**config.mk**
```make
export PLATFORM = sky130hd
export DESIGN_NAME = command_controller_flat
export DESIGN_NICKNAME = d
export VERILOG_FILES = /design/src/rtl/command_controller_pkg.sv /design/src/rtl/command_controller_if.sv /design/src/rtl/command_controller_timeout_counter.sv /design/src/rtl/command_controller.sv /design/src/flat_wrapper.sv
export SDC_FILE = /design/constraint.sdc
export NUM_CORES = 1
export LEC_CHECK = 0
export BUFFER_PORTS_ARGS = -buffer_cell sky130_fd_sc_hd__buf_2
export CAP_MARGIN = 20
export CORE_UTILIZATION = 58
export CTS_BUF_LIST = sky130_fd_sc_hd__clkbuf_16
export DETAILED_ROUTE_END_ITERATION = 16
export PLACE_DENSITY = 0.86
export SLEW_MARGIN = 10
export SYNTH_ARGS = -nofsm -noshare
export SYNTH_HDL_FRONTEND = slang
export SYNTH_SLANG_ARGS = --single-unit
```
**constraint.sdc**
```tcl
create_clock -name clock -period 4.29 [get_ports clock]
set_input_delay 0.429 -clock clock [delete_from_list [all_inputs] [get_ports clock]]
set_output_delay 0.429 -clock clock [all_outputs]
set_load 0.01 [all_outputs]
```
**src/rtl/command_controller_pkg.sv**
```systemverilog
// command_controller_pkg: command/response codes, FSM states and sensor response decode
package command_controller_pkg;
  localparam logic [7:0] CMD_PING = 8'h00, CMD_TEMP = 8'h01, CMD_HUM = 8'h02;
  localparam logic [7:0] RSP_PING = 8'h07, RSP_HUM = 8'h08, RSP_TEMP = 8'h09;
  localparam logic [7:0] RSP_FAIL = 8'h1F, RSP_BAD_CMD = 8'hCF, RSP_BAD_ADDR = 8'hEF;
  typedef enum logic [3:0] {
    S_IDLE, S_WAIT_ADDR, S_CHECK, S_REQ_SENSOR, S_WAIT_SENSOR,
    S_SEND_CODE, S_WAIT_CODE, S_SEND_VALUE, S_WAIT_VALUE
  } state_t;
  // {code, value} for a completed read; the checksum is an 8-bit wrapping sum
  function automatic logic [15:0] sensor_response(input logic [7:0] cmd, input logic err, input logic [39:0] data);
    logic [7:0] sum;
    sum = data[39:32] + data[31:24] + data[23:16] + data[15:8];
    if (err || sum != data[7:0]) return {RSP_FAIL, 8'h00};
    return cmd == CMD_TEMP ? {RSP_TEMP, data[23:16]} : cmd == CMD_HUM ? {RSP_HUM, data[39:32]} : {RSP_PING, 8'h00};
  endfunction
endpackage

```
**src/rtl/command_controller_if.sv**
```systemverilog
// command_controller_if: UART byte, sensor and status signals of the command controller
interface command_controller_if;
  logic        rx_done;
  logic [7:0]  rx_byte;
  logic        tx_busy;
  logic        tx_start;
  logic [7:0]  tx_byte;
  logic        sensor_req;
  logic [4:0]  sensor_addr;
  logic        sensor_done;
  logic        sensor_error;
  logic [39:0] sensor_data;
  logic        busy;
  modport master (
    input  rx_done, rx_byte, tx_busy, sensor_done, sensor_error, sensor_data,
    output tx_start, tx_byte, sensor_req, sensor_addr, busy
  );
  modport slave (
    output rx_done, rx_byte, tx_busy, sensor_done, sensor_error, sensor_data,
    input  tx_start, tx_byte, sensor_req, sensor_addr, busy
  );
endinterface

```
**src/rtl/command_controller_timeout_counter.sv**
```systemverilog
// timeout_counter: counts enabled cycles since clear; expired on the limit-th enabled cycle
module timeout_counter (
  input  logic        clock,
  input  logic        reset,
  input  logic        i_clear,
  input  logic        i_enable,
  input  logic [31:0] i_limit,
  output logic        o_expired
);
  logic [31:0] r_count;
  always_ff @(posedge clock) begin
    if (reset || i_clear) r_count <= '0;
    else if (i_enable && !o_expired) r_count <= r_count + 32'd1;
  end
  assign o_expired = i_enable && r_count >= i_limit - 32'd1;
endmodule

```
**src/rtl/command_controller.sv**
```systemverilog
// command_controller: UART command/address decode, one sensor read, two-byte response
module command_controller
  import command_controller_pkg::*;
#(
  parameter int unsigned CLK_HZ         = 50000000,
  parameter int unsigned BYTE_TIMEOUT   = 50000000,
  parameter int unsigned SENSOR_TIMEOUT = 100000000,
  parameter int unsigned NUM_ADDR       = 32
) (
  input logic                  clock,
  input logic                  reset,
  command_controller_if.master bus
);
  if (CLK_HZ == 0) begin : g_bad_clk
    $error("CLK_HZ must be nonzero");
  end
  state_t      r_state;
  logic [7:0]  r_cmd, r_addr, r_code, r_val;
  logic        w_byte_exp, w_sensor_exp, w_cmd_ok;
  logic [15:0] w_rsp;
  timeout_counter u_byte_timer (
    .clock, .reset, .i_clear(r_state != S_WAIT_ADDR), .i_enable(r_state == S_WAIT_ADDR),
    .i_limit(BYTE_TIMEOUT), .o_expired(w_byte_exp)
  );
  timeout_counter u_sensor_timer (
    .clock, .reset, .i_clear(r_state != S_WAIT_SENSOR), .i_enable(r_state == S_WAIT_SENSOR),
    .i_limit(SENSOR_TIMEOUT), .o_expired(w_sensor_exp)
  );
  assign w_cmd_ok = r_cmd inside {CMD_PING, CMD_TEMP, CMD_HUM};
  assign w_rsp    = sensor_response(r_cmd, bus.sensor_error, bus.sensor_data);
  assign bus.busy = r_state != S_IDLE;
  always_ff @(posedge clock) begin
    if (reset) begin
      r_state         <= S_IDLE;
      r_cmd           <= '0;
      r_addr          <= '0;
      r_code          <= '0;
      r_val           <= '0;
      bus.tx_start    <= 1'b0;
      bus.tx_byte     <= '0;
      bus.sensor_req  <= 1'b0;
      bus.sensor_addr <= '0;
    end else begin
      bus.tx_start <= 1'b0;
      case (r_state)
        S_IDLE: if (bus.rx_done) begin
          r_cmd   <= bus.rx_byte;
          r_state <= S_WAIT_ADDR;
        end
        S_WAIT_ADDR: if (bus.rx_done) begin
          r_addr  <= bus.rx_byte;
          r_state <= S_CHECK;
        end else if (w_byte_exp) r_state <= S_IDLE;
        S_CHECK: begin
          r_code  <= w_cmd_ok ? RSP_BAD_ADDR : RSP_BAD_CMD;
          r_val   <= 8'h00;
          r_state <= !w_cmd_ok || 32'(r_addr) >= NUM_ADDR ? S_SEND_CODE : S_REQ_SENSOR;
        end
        S_REQ_SENSOR: begin
          bus.sensor_req  <= 1'b1;
          bus.sensor_addr <= r_addr[4:0];
          r_state         <= S_WAIT_SENSOR;
        end
        // done in the expiry cycle still counts as a completed read
        S_WAIT_SENSOR: if (bus.sensor_done || w_sensor_exp) begin
          bus.sensor_req  <= 1'b0;
          {r_code, r_val} <= bus.sensor_done ? w_rsp : {RSP_FAIL, 8'h00};
          r_state         <= S_SEND_CODE;
        end
        S_SEND_CODE, S_SEND_VALUE: if (!bus.tx_busy) begin
          bus.tx_start <= 1'b1;
          bus.tx_byte  <= r_state == S_SEND_CODE ? r_code : r_val;
          r_state      <= r_state == S_SEND_CODE ? S_WAIT_CODE : S_WAIT_VALUE;
        end
        // tx_start still high marks the first wait cycle, where tx_busy is not yet trusted
        S_WAIT_CODE, S_WAIT_VALUE: if (!bus.tx_start && !bus.tx_busy)
          r_state <= r_state == S_WAIT_CODE ? S_SEND_VALUE : S_IDLE;
        default: r_state <= S_IDLE;
      endcase
    end
  end
endmodule

```
**src/flat_wrapper.sv**
```systemverilog
// flat-port wrapper written by rule: the top's interface ports become plain ports
module command_controller_flat import command_controller_pkg::*;
#(
  parameter int unsigned CLK_HZ         = 50000000,
  parameter int unsigned BYTE_TIMEOUT   = 50000000,
  parameter int unsigned SENSOR_TIMEOUT = 100000000,
  parameter int unsigned NUM_ADDR       = 32
)
  (clock, reset, bus_rx_done, bus_rx_byte, bus_tx_busy, bus_sensor_done, bus_sensor_error, bus_sensor_data, bus_tx_start, bus_tx_byte, bus_sensor_req, bus_sensor_addr, bus_busy);
  command_controller_if bus_i ();
  input logic clock;
  input logic reset;
  input wire logic [$bits(bus_i.rx_done)-1:0] bus_rx_done;
  input wire logic [$bits(bus_i.rx_byte)-1:0] bus_rx_byte;
  input wire logic [$bits(bus_i.tx_busy)-1:0] bus_tx_busy;
  input wire logic [$bits(bus_i.sensor_done)-1:0] bus_sensor_done;
  input wire logic [$bits(bus_i.sensor_error)-1:0] bus_sensor_error;
  input wire logic [$bits(bus_i.sensor_data)-1:0] bus_sensor_data;
  output wire logic [$bits(bus_i.tx_start)-1:0] bus_tx_start;
  output wire logic [$bits(bus_i.tx_byte)-1:0] bus_tx_byte;
  output wire logic [$bits(bus_i.sensor_req)-1:0] bus_sensor_req;
  output wire logic [$bits(bus_i.sensor_addr)-1:0] bus_sensor_addr;
  output wire logic [$bits(bus_i.busy)-1:0] bus_busy;
  assign bus_i.rx_done = bus_rx_done;
  assign bus_i.rx_byte = bus_rx_byte;
  assign bus_i.tx_busy = bus_tx_busy;
  assign bus_i.sensor_done = bus_sensor_done;
  assign bus_i.sensor_error = bus_sensor_error;
  assign bus_i.sensor_data = bus_sensor_data;
  assign bus_tx_start = bus_i.tx_start;
  assign bus_tx_byte = bus_i.tx_byte;
  assign bus_sensor_req = bus_i.sensor_req;
  assign bus_sensor_addr = bus_i.sensor_addr;
  assign bus_busy = bus_i.busy;
  command_controller #(.CLK_HZ(CLK_HZ), .BYTE_TIMEOUT(BYTE_TIMEOUT), .SENSOR_TIMEOUT(SENSOR_TIMEOUT), .NUM_ADDR(NUM_ADDR)) u_core (.clock(clock), .reset(reset), .bus(bus_i));
endmodule
```
==> results_dict.tcl, run 1 <==
set metrics [dict create \
    run_status "complete, no violations" \
    crit_chain "buf_2, fa_1, inv_1, fa_1, inv_1, ha_1, fa_1, xnor2_1, nand2_1, nor4_1, nand3_1, nor4_1, buf_4, a32o_1" \
    ys_types 57 \
    place_congestion 0.850 \
    dpl-instance-area_sq_um 6170 \
    clockPowerShare_pct 48.1 \
    synth_top_family_by_area "simple AND/OR/NAND/NOR gates" \
    start_kind "primary input" \
    synth_fa_ha_area_share_pct 6.79 \
    antenna_found_initial 0 \
    endpoint_kind "flop" \
    hpwl_microns 9060 \
    max_stage_delay_ns 0.53 \
    synth_compound_area_share_pct 15.2 \
    total_power_mw 2.85 \
    ys_seq_area_share_pct 39.1 \
    avgSynthCellArea_sq_um 8.75 \
    slew_viol_final 0 \
    ys.flop_type "dfxtp_1" \
    drc 0 \
    cts_inserted_buffers 17 \
    path_delay_family "adder cells" \
    max_freq_mhz 294 \
    fin_area_sq_um 6770 \
    h-tree-depth 4 \
    core-area_sq_um 9730 \
    finalHoldViolCount 0 \
    fin_cells 864 \
    antenna_left 0 \
    muxShareOfSynthArea_pct 3.46 \
    grt_pass1_vias 4986 \
    chipHeight_microns 102 \
    drtIter0Drc 225 \
    drive_gt1_share_pct 16.4 \
    wire_per_inst_microns 15.7 \
    grt.overflow.total 0 \
    post-route-util_pct 69.6 \
    portBuffers 69 \
    grt_pass1_wl_microns 22300 \
    crit_fanout 12 \
    final_common_cell "dfxtp_1" \
    p_int_mw 2.06 \
    setup_viol 0 \
    path_clk_slew_ns 0.06 \
    path_common_cell "fa_1" \
    worst_pin_slew_ns 1.08 \
    track_usage_pct 27.4 \
    crit_slowest_cell "fa_1" \
    critical_path_class "primary input to flop" \
    synth_nets 739 \
    rsz0062_at_grt "false" \
    ys_seq_elements 113 \
    post-route-period-util_pct 79.3 \
    leakage_nw 2.54 \
    switching_power_mw 0.789 \
    yosys_warnings 0 \
    synth_xor_xnor_area_share_pct 7.11 \
    dr.pass1.iters 5 \
    synth-edff-count 0 \
    clock-sinks 113 \
    cp.buffers_inverters 4 \
    hold_buffers 0 \
    p_per_area_nw_per_um2 421 \
    antenna_cells 0 \
    cts_tree "yes" \
    fin_tns_setup_ns 0 \
    slew_headroom_pct 28.0 \
    layout_common_cells "113 x dfxtp_1, 77 x nor2_1, 70 x buf_2" \
    area_delta_synth_final_pct 16.9 \
    synthCells 662 \
    skew_ns 0.00873 \
    rows 36 \
    grt_max_degree 48 \
    post-route-min-period_ns 3.40 \
    pwr-share-comb_pct 13.7 \
    hold_class "primary input to flop" \
    clock_latency_ns 0.42 \
    pin_count 70 \
    drt_wl_total_microns 13500 \
    cts_root_buf "clkbuf_16" \
    fillCellCount 736 \
    dp_cells 830 \
    arrival_ns 3.76 \
    die_area_sq_um 10400 \
    synthSimpleGateAreaFrac_pct 24.7 \
    chipWidth_microns 102 \
    max_cap_violations 0 \
    cts-resized-gates 0 \
    num_vias 5127 \
    start_util_pct 59.5 \
    synth_area_sq_um 5790 \
    synthArstFlopShare_pct 0 \
    post_cts_buffers 0 \
    nets 795 \
    switching_share_pct 27.7 \
    peakVddDrop_uv 320 \
    seq_power_share_pct 38.2 \
    ctsLongestPathBuffers 2 \
    required_ns 4.64 \
    viasPerCell 5.93 \
]
## logic make-up (layout without fill, tap and decap cells)
family	count (synthesis)	count (layout)
flip-flops	113	113
XOR/XNOR	47	47
buffers and inverters	54	123
multiplexers	20	20
adder cells (fa/ha/maj)	23	23
AND/OR/NAND/NOR	274	274
AO/OA/AOI/OAI	131	131
## final cells by class
type / instances / area, sq um / area share (%)
well taps: 133 / 166 / 2.46
flip-flops and latches: 113 / 2260 / 33.4
clock buffers: 17 / 425 / 6.29
inverters: 17 / 63.8 / 0.943
clock inverters: 15 / 150 / 2.22
repair buffers: 74 / 380 / 5.62
multi-input cells: 495 / 3320 / 49.0
## final timing paths
check / start / to / slack (ns) / cells after the start
max: bus_sensor_data[9] / u_core.r_val[7] / 0.89 / 14
min: bus_tx_busy / u_core.bus.tx_start / 0.26 / 2
max reg2reg: u_core.r_state[1] / u_core.u_byte_timer.r_count[23] / 1.40 / 8
min reg2reg: u_core.r_addr[7] / u_core.r_addr[7] / 0.46 / 2
## metal layers
metal  share of wire (%)  vias up  GRT usage [%]
li1                    -     2485              -
met1                  42     2445           32.0
met2                  51      154           47.7
met3                 3.9       43           6.09
met4                 3.0        0           13.5
met5                   0        -              0
## sequential cells by signal, indices dropped and copies added (netlist names)
signal,count
u_core.u_byte_timer.r_count,32
u_core.bus.tx_byte,8
u_core.r_addr,8
u_core.r_val,8
u_core.bus.tx_start,1
u_core.u_sensor_timer.r_count,32
u_core.r_cmd,8
u_core.bus.sensor_req,1
u_core.bus.sensor_addr,5
u_core.r_code,6
u_core.r_state,4
## cells in the mapped netlist (2+ instances only)
master | count | area [sq um]
clkbuf_1 | 27 | 101
and3_1 | 7 | 43.8
a31oi_1 | 7 | 43.8
mux2i_1 | 20 | 200
nand2_1 | 45 | 169
nand4_1 | 15 | 93.8
nand3_1 | 29 | 145
buf_2 | 2 | 10.0
a22o_1 | 8 | 70.1
nor4_1 | 12 | 75.1
o21ai_0 | 14 | 70.1
nor3_1 | 14 | 70.1
a211oi_1 | 12 | 90.1
dfxtp_1 | 113 | 2260
o31ai_1 | 4 | 30.0
and2_1 | 18 | 113
inv_1 | 17 | 63.8
or3_1 | 13 | 81.3
or4_1 | 6 | 45.0
nor3b_1 | 3 | 22.5
a31o_2 | 3 | 26.3
o211ai_1 | 3 | 22.5
a21oi_1 | 49 | 245
and4_1 | 5 | 43.8
xor2_1 | 7 | 61.3
ha_1 | 9 | 113
nor2_1 | 77 | 289
xnor2_1 | 40 | 350
nor2b_1 | 8 | 50.1
or2_2 | 2 | 12.5
o21a_1 | 3 | 22.5
nor4b_1 | 3 | 26.3
nand2b_1 | 7 | 43.8
a32o_1 | 8 | 80.1
a41o_1 | 3 | 30.0
a21o_1 | 8 | 60.1
fa_1 | 14 | 280
or3b_2 | 2 | 17.5
buf_1 | 7 | 26.3
## power groups by stage
| stage | registers, mW | clock network [mW] | logic [mW] |
|---|---|---|---|
| after floorplan | 1.10 | 0 | 0.299 |
| after global placement | 1.11 | 0 | 0.367 |
| after detailed placement | 1.11 | 0 | 0.389 |
| after CTS | 1.09 | 1.37 | 0.393 |
| after global routing | 1.09 | 1.43 | 0.438 |
| final | 1.09 | 1.37 | 0.391 |
## per-stage QoR
stage | hold WS, ns | setup WS [ns]
floorplan | 0.430 | 0.622
global placement | 0.442 | 0.684
detailed placement | 0.446 | 0.512
CTS | 0.238 | 0.914
global route | 0.258 | 0.706
finish | 0.262 | 0.887
Note: power is estimated with default switching activity, not from simulation.
==> run 2: changes to the inputs <==
--- a/config.mk
+++ b/config.mk
@@ -5,12 +5,13 @@
 export SDC_FILE = /design/constraint.sdc
 export NUM_CORES = 1
 export LEC_CHECK = 0
+export ABC_AREA = 1
 export BUFFER_PORTS_ARGS = -buffer_cell sky130_fd_sc_hd__buf_2
 export CAP_MARGIN = 20
-export CORE_UTILIZATION = 58
+export CORE_UTILIZATION = 54
 export CTS_BUF_LIST = sky130_fd_sc_hd__clkbuf_16
 export DETAILED_ROUTE_END_ITERATION = 16
-export PLACE_DENSITY = 0.86
+export PLACE_DENSITY = 0.83
 export SLEW_MARGIN = 10
 export SYNTH_ARGS = -nofsm -noshare
 export SYNTH_HDL_FRONTEND = slang
==> constraint.sdc (replaced) <==
create_clock -name clock -period 3.1 [get_ports clock]
set_input_delay 0.31 -clock clock [delete_from_list [all_inputs] [get_ports clock]]
set_output_delay 0.31 -clock clock [all_outputs]
set_load 0.01 [all_outputs]
==> results_dict.tcl, run 2 <==
set metrics [dict create \
    run_status "complete, no violations" \
    avgSynthCellArea_sq_um 6.78 \
    post-route-min-period_ns 2.84 \
    required_ns 3.42 \
    grt.overflow.total 0 \
    synth_most_common_cell "nand2_1" \
    viasPerCell 5.33 \
    arrival_ns 3.16 \
    fin_ws_ns 0.263 \
    drc 0 \
    num_vias 6646 \
    slew_viol_final 0 \
    cts_tree "yes" \
    antenna_found_initial 0 \
    area_delta_synth_final_pct 15.9 \
    grt_pass1_wl_microns 27600 \
    post-route-util_pct 64.8 \
    synth_commonest_cells "230 x nand2_1, 122 x inv_1, 113 x dfxtp_1" \
    hpwl_microns 11600 \
    grt_pass1_vias 6200 \
    yosys_warnings 0 \
    p_int_mw 3.34 \
    reg_top3 "u_core.u_byte_timer.r_count x32, u_core.u_sensor_timer.r_count x32" \
    ctsLongestPathBuffers 2 \
    synth_top_area_share_pct 33.4 \
    path_clk_slew_ns 0.06 \
    final_common_cell "nand2_1" \
    clock-sinks 113 \
    worst_pin_slew_ns 0.926 \
    cts_inserted_buffers 17 \
    clock_latency_ns 0.42 \
    leakage_nw 3.24 \
    seq_power_share_pct 33.4 \
    critical_path_class "primary input to flop" \
    clockPowerShare_pct 38.4 \
    post_cts_buffers 0 \
    layout_common_cells "230 x nand2_1, 122 x inv_1, 113 x dfxtp_1" \
    rsz0062_at_grt "false" \
    die_area_sq_um 13000 \
    finalHoldViolCount 0 \
    h-tree-depth 4 \
    hold_buffers 0 \
    endpoint_kind "flop" \
    p_per_area_nw_per_um2 651 \
    pwr-share-comb_pct 28.2 \
    slew_headroom_pct 38.2 \
    core-area_sq_um 12100 \
    yosys.area.top_type "dfxtp_1" \
    pre_cts_ws_ns -0.201 \
    rows 40 \
    grt_max_degree 31 \
    ys_seq_elements 113 \
    switching_share_pct 34.8 \
    cts_root_buf "clkbuf_16" \
    track_usage_pct 26.4 \
    max_cap_violations 0 \
    peakVddDrop_uv 481 \
    dr.pass1.iters 5 \
    ys_seq_area_share_pct 33.4 \
    start_kind "primary input" \
    chipWidth_microns 114 \
    synthCells 999 \
    switching_power_mw 1.78 \
    place_congestion 0.939 \
    crit_fanout 11 \
    synth-edff-count 0 \
    synthTopCellsByArea "dfxtp_1 33%, nand2_1 13%, a21oi_1 7.1%" \
    post-route-period-util_pct 91.5 \
    drtIter0Drc 376 \
    max_freq_mhz 352 \
    chipHeight_microns 114 \
    portBuffers 69 \
    ys_types 41 \
    pin_count 70 \
    setup_viol 0 \
    synthArstFlopShare_pct 0 \
    skew_ns 0.0109 \
    ys.flop_type "dfxtp_1" \
    fin_tns_setup_ns 0 \
    antenna_cells 0 \
    synth_area_sq_um 6770 \
    start_util_pct 55.9 \
    nets 1146 \
    antenna_left 0 \
    drive_gt1_share_pct 14.1 \
    hold_class "primary input to flop" \
    synth_nets 1076 \
    drt_wl_total_microns 16200 \
    wire_per_inst_microns 13.0 \
]
[run 2: changes by cell type after synthesis, moves of 17 or more]
cell      change
nand2_1     +185
xor2_1       +22
a21oi_1      +47
nand4_1      +24
xnor2_1      -31
nor2_1       +32
nand3_1      +26
clkbuf_1     -17
mux2i_1      -20
and2_1       -18
inv_1       +105
o21ai_0      +39
[run 2: path summary, 6_finish.rpt]
| kind | start | endpoint | slack [ns] | depth (start not counted) |
|---|---|---|---|---|
| max reg2reg | u_core.u_sensor_timer.r_count[0] | u_core.u_sensor_timer.r_count[4] | 0.92 | 11 |
| max | bus_sensor_data[9] | u_core.r_code[2] | 0.26 | 19 |
| min reg2reg | u_core.u_sensor_timer.r_count[29] | u_core.u_sensor_timer.r_count[29] | 0.43 | 2 |
| min | bus_rx_byte[5] | u_core.r_addr[5] | 0.18 | 3 |
[run 2: power by group through the flow]
stage | combinational (mW) | sequential (mW) | clock, mW
after floorplan | 1.11 | 1.71 | 0
after global placement | 1.38 | 1.73 | 0
final | 1.44 | 1.71 | 1.96
after global routing | 1.62 | 1.73 | 2.03
after CTS | 1.43 | 1.71 | 1.98
after detailed placement | 1.41 | 1.73 | 0
[run 2: per-layer routing]
metal	part of all wire (%)	GRT usage [%]
met1	44	32.8
met2	49	45.0
met3	5.2	4.78
met4	1.8	10.9
met5	0	0
[run 2: what timing repair did]
item / CTS / global route
endpoints found under the setup margin: 0 / 10
resized for setup: 0 / 2
endpoints found under the hold margin: 0 / 0
[run 2: critical path: stages]
cell     delay [ns]
buf_2          0.11
fa_1           0.52
inv_1          0.05
fa_1           0.49
inv_1          0.04
ha_2           0.18
fa_1           0.49
inv_1          0.04
nand2_1        0.05
nand2_1        0.06
nor3_2         0.09
nand2_1        0.07
nor2_1         0.08
nand2_1        0.08
nor3_2         0.13
buf_6          0.16
nand4_1        0.08
nand2_1        0.08
inv_1          0.04
[run 2: cell families (layout without fill, tap and decap cells)]
kind of cell | after synthesis | count (layout) | share of synthesized area [%]
simple gates | 504 | 504 | 33.9
fa+ha+maj | 23 | 23 | 5.80
flops | 113 | 113 | 33.4
compound gates | 162 | 162 | 12.5
buf+inv | 159 | 240 | 9.57
xor+xnor | 38 | 38 | 4.92
[run 2: metrics by stage]
step / total power, mW / cell area, sq um / std cells / hold slack, ns
after floorplan: 2.82 / 6770 / 999 / 0.416
after global placement: 3.11 / 7250 / 1218 / 0.424
after detailed placement: 3.14 / 7250 / 1218 / 0.429
after CTS: 5.11 / 7840 / 1248 / 0.168
after global routing: 5.38 / 7850 / 1248 / 0.194
final: 5.11 / 7850 / 1248 / 0.179
[run 2: final cells by class]
class / count / area (sq um)
clock buffer: 17 / 425
clock inverter: 13 / 166
fill: 1076 / 4260
inverter: 131 / 494
multi-input combinational: 727 / 3870
sequential: 113 / 2260
tap: 168 / 210
timing repair buffer: 79 / 424
==> run 3: changes to the inputs <==
--- a/config.mk
+++ b/config.mk
@@ -8,10 +8,10 @@
 export ABC_AREA = 1
 export BUFFER_PORTS_ARGS = -buffer_cell sky130_fd_sc_hd__buf_2
 export CAP_MARGIN = 20
-export CORE_UTILIZATION = 54
+export CORE_UTILIZATION = 50
 export CTS_BUF_LIST = sky130_fd_sc_hd__clkbuf_16
 export DETAILED_ROUTE_END_ITERATION = 16
-export PLACE_DENSITY = 0.83
+export PLACE_DENSITY = 0.78
 export SLEW_MARGIN = 10
 export SYNTH_ARGS = -nofsm -noshare
 export SYNTH_HDL_FRONTEND = slang
==> results_dict.tcl, run 3 (synthesized netlist as in run 2, its figures left out) <==
set metrics [dict create \
    arrival_ns 3.24 \
    setup_viol 0 \
    grt-busiest-layer "met2" \
    dpl-instance-area_sq_um 7260 \
    start_util_pct 51.1 \
    reg_top3 "u_core.u_byte_timer.r_count x32, u_core.u_sensor_timer.r_count x32" \
    chipHeight_microns 118 \
    hold_buffers 0 \
    fin_ws_ns 0.174 \
    cts_tree "yes" \
    antenna_left 0 \
    fin_area_sq_um 7940 \
    drtIter0Drc 415 \
    ctsLongestPathBuffers 2 \
    die_area_sq_um 14000 \
    grtUsageMet1_pct 31.0 \
    required_ns 3.41 \
    clock_latency_ns 0.42 \
    max_cap_violations 0 \
    area_delta_synth_final_pct 17.3 \
    slew_headroom_pct 37.6 \
    use_met3_pct 4.83 \
    grt_max_degree 43 \
    track_usage_pct 24.3 \
    chipWidth_microns 118 \
    critical_path_class "primary input to flop" \
    post-route-min-period_ns 2.93 \
    run_status "complete, no violations" \
    dr.pass1.iters 5 \
    post-route-util_pct 60.0 \
    peakVddDrop_uv 467 \
    skew_ns 0.0113 \
    pre_cts_ws_ns -0.254 \
    antenna_found_initial 0 \
    clock-sinks 113 \
    final_common_cell "nand2_1" \
    portBuffers 69 \
    nets 1147 \
    cts_root_buf "clkbuf_16" \
    cts_inserted_buffers 17 \
    hpwl_microns 11500 \
    grt_pass1_wl_microns 28100 \
    viasPerCell 5.27 \
    finalHoldViolCount 0 \
    layout_common_cells "230 x nand2_1, 121 x inv_1, 113 x dfxtp_1" \
    worst_pin_slew_ns 0.935 \
    rsz0062_at_grt "true" \
    rows 42 \
    slew_viol_final 0 \
    drive_gt1_share_pct 15.2 \
    h-tree-depth 4 \
    drt_wl_total_microns 16100 \
    hold_class "primary input to flop" \
    pin_count 70 \
    grt_use_met2_pct 41.1 \
    crit_fanout 5 \
    grt.overflow.total 0 \
    place_congestion 0.920 \
    core-area_sq_um 13200 \
    max_freq_mhz 342 \
    path_clk_slew_ns 0.06 \
    p_per_area_nw_per_um2 659 \
    drc 0 \
    num_vias 6632 \
    endpoint_kind "flop" \
    grt_pass1_vias 6209 \
    start_kind "primary input" \
    post-route-period-util_pct 94.4 \
    leakage_nw 3.26 \
    antenna_cells 0 \
    wire_per_inst_microns 12.8 \
]
## run 3: area by class of cell
cell class              count  area, sq um
fillers                  1226         5300
multi-input cells         727         3910
flip-flops and latches    113         2260
inverters                 131          494
repair buffers             80          438
clock buffers              17          425
well taps                 176          220
clock inverters            15          195
## run 3: path summary, 6_finish.rpt
check	startpoint	endpoint	slack, ns	cells past startpoint
hold / removal	bus_rx_byte[3]	u_core.r_cmd[3]	0.18	3
hold reg to reg	u_core.u_sensor_timer.r_count[31]	u_core.u_sensor_timer.r_count[31]	0.44	2
setup / recovery	bus_sensor_data[9]	u_core.r_code[3]	0.17	19
setup reg to reg	u_core.u_sensor_timer.r_count[0]	u_core.u_sensor_timer.r_count[4]	0.87	11
## run 3: layer usage
| metal | up-vias | share of wire (%) |
|---|---|---|
| met1 | 3045 | 45 |
| met2 | 180 | 48 |
| met4 | 0 | 1.4 |
| met5 | - | 0 |
| li1 | 3380 | - |
| met3 | 27 | 4.9 |
## run 3: power by group
group	leakage, nW	total [mW]	switching [mW]	internal (mW)
Combinational	2.05	1.46	0.977	0.484
Clock	0.299	2.06	0.773	1.29
Sequential	0.915	1.71	0.0959	1.61
Total	3.26	5.23	1.85	3.38
## run 3: worst max-delay path, stage by stage
cell and delay (ns):
buf_6 0.09, fa_1 0.56, inv_2 0.05, fa_1 0.49
inv_1 0.04, ha_2 0.18, fa_1 0.50, inv_1 0.04
nand2_1 0.05, nand2_1 0.06, nor3_2 0.09, nand2_1 0.07
nor2_1 0.10, nand2_1 0.09, nor3_2 0.16, buf_4 0.18
nand4_1 0.07, nand2_1 0.07, inv_1 0.03
## run 3: stage by stage
stage | total power [mW] | setup TNS [ns] | hold slack [ns] | instances
after global placement | 3.12 | -1.78 | 0.424 | 1226
final | 5.23 | 0 | 0.185 | 1259
after detailed placement | 3.14 | -2.66 | 0.429 | 1226
after global routing | 5.54 | -0.0138 | 0.196 | 1259
after CTS | 5.21 | 0 | 0.174 | 1258
after floorplan | 2.82 | 0 | 0.416 | 999
## run 3: what timing repair did
action / 4_1_cts / 5_1_grt
endpoints found under the setup margin: 0 / 11
resized for setup: 0 / 14
setup buffers: 0 / 0
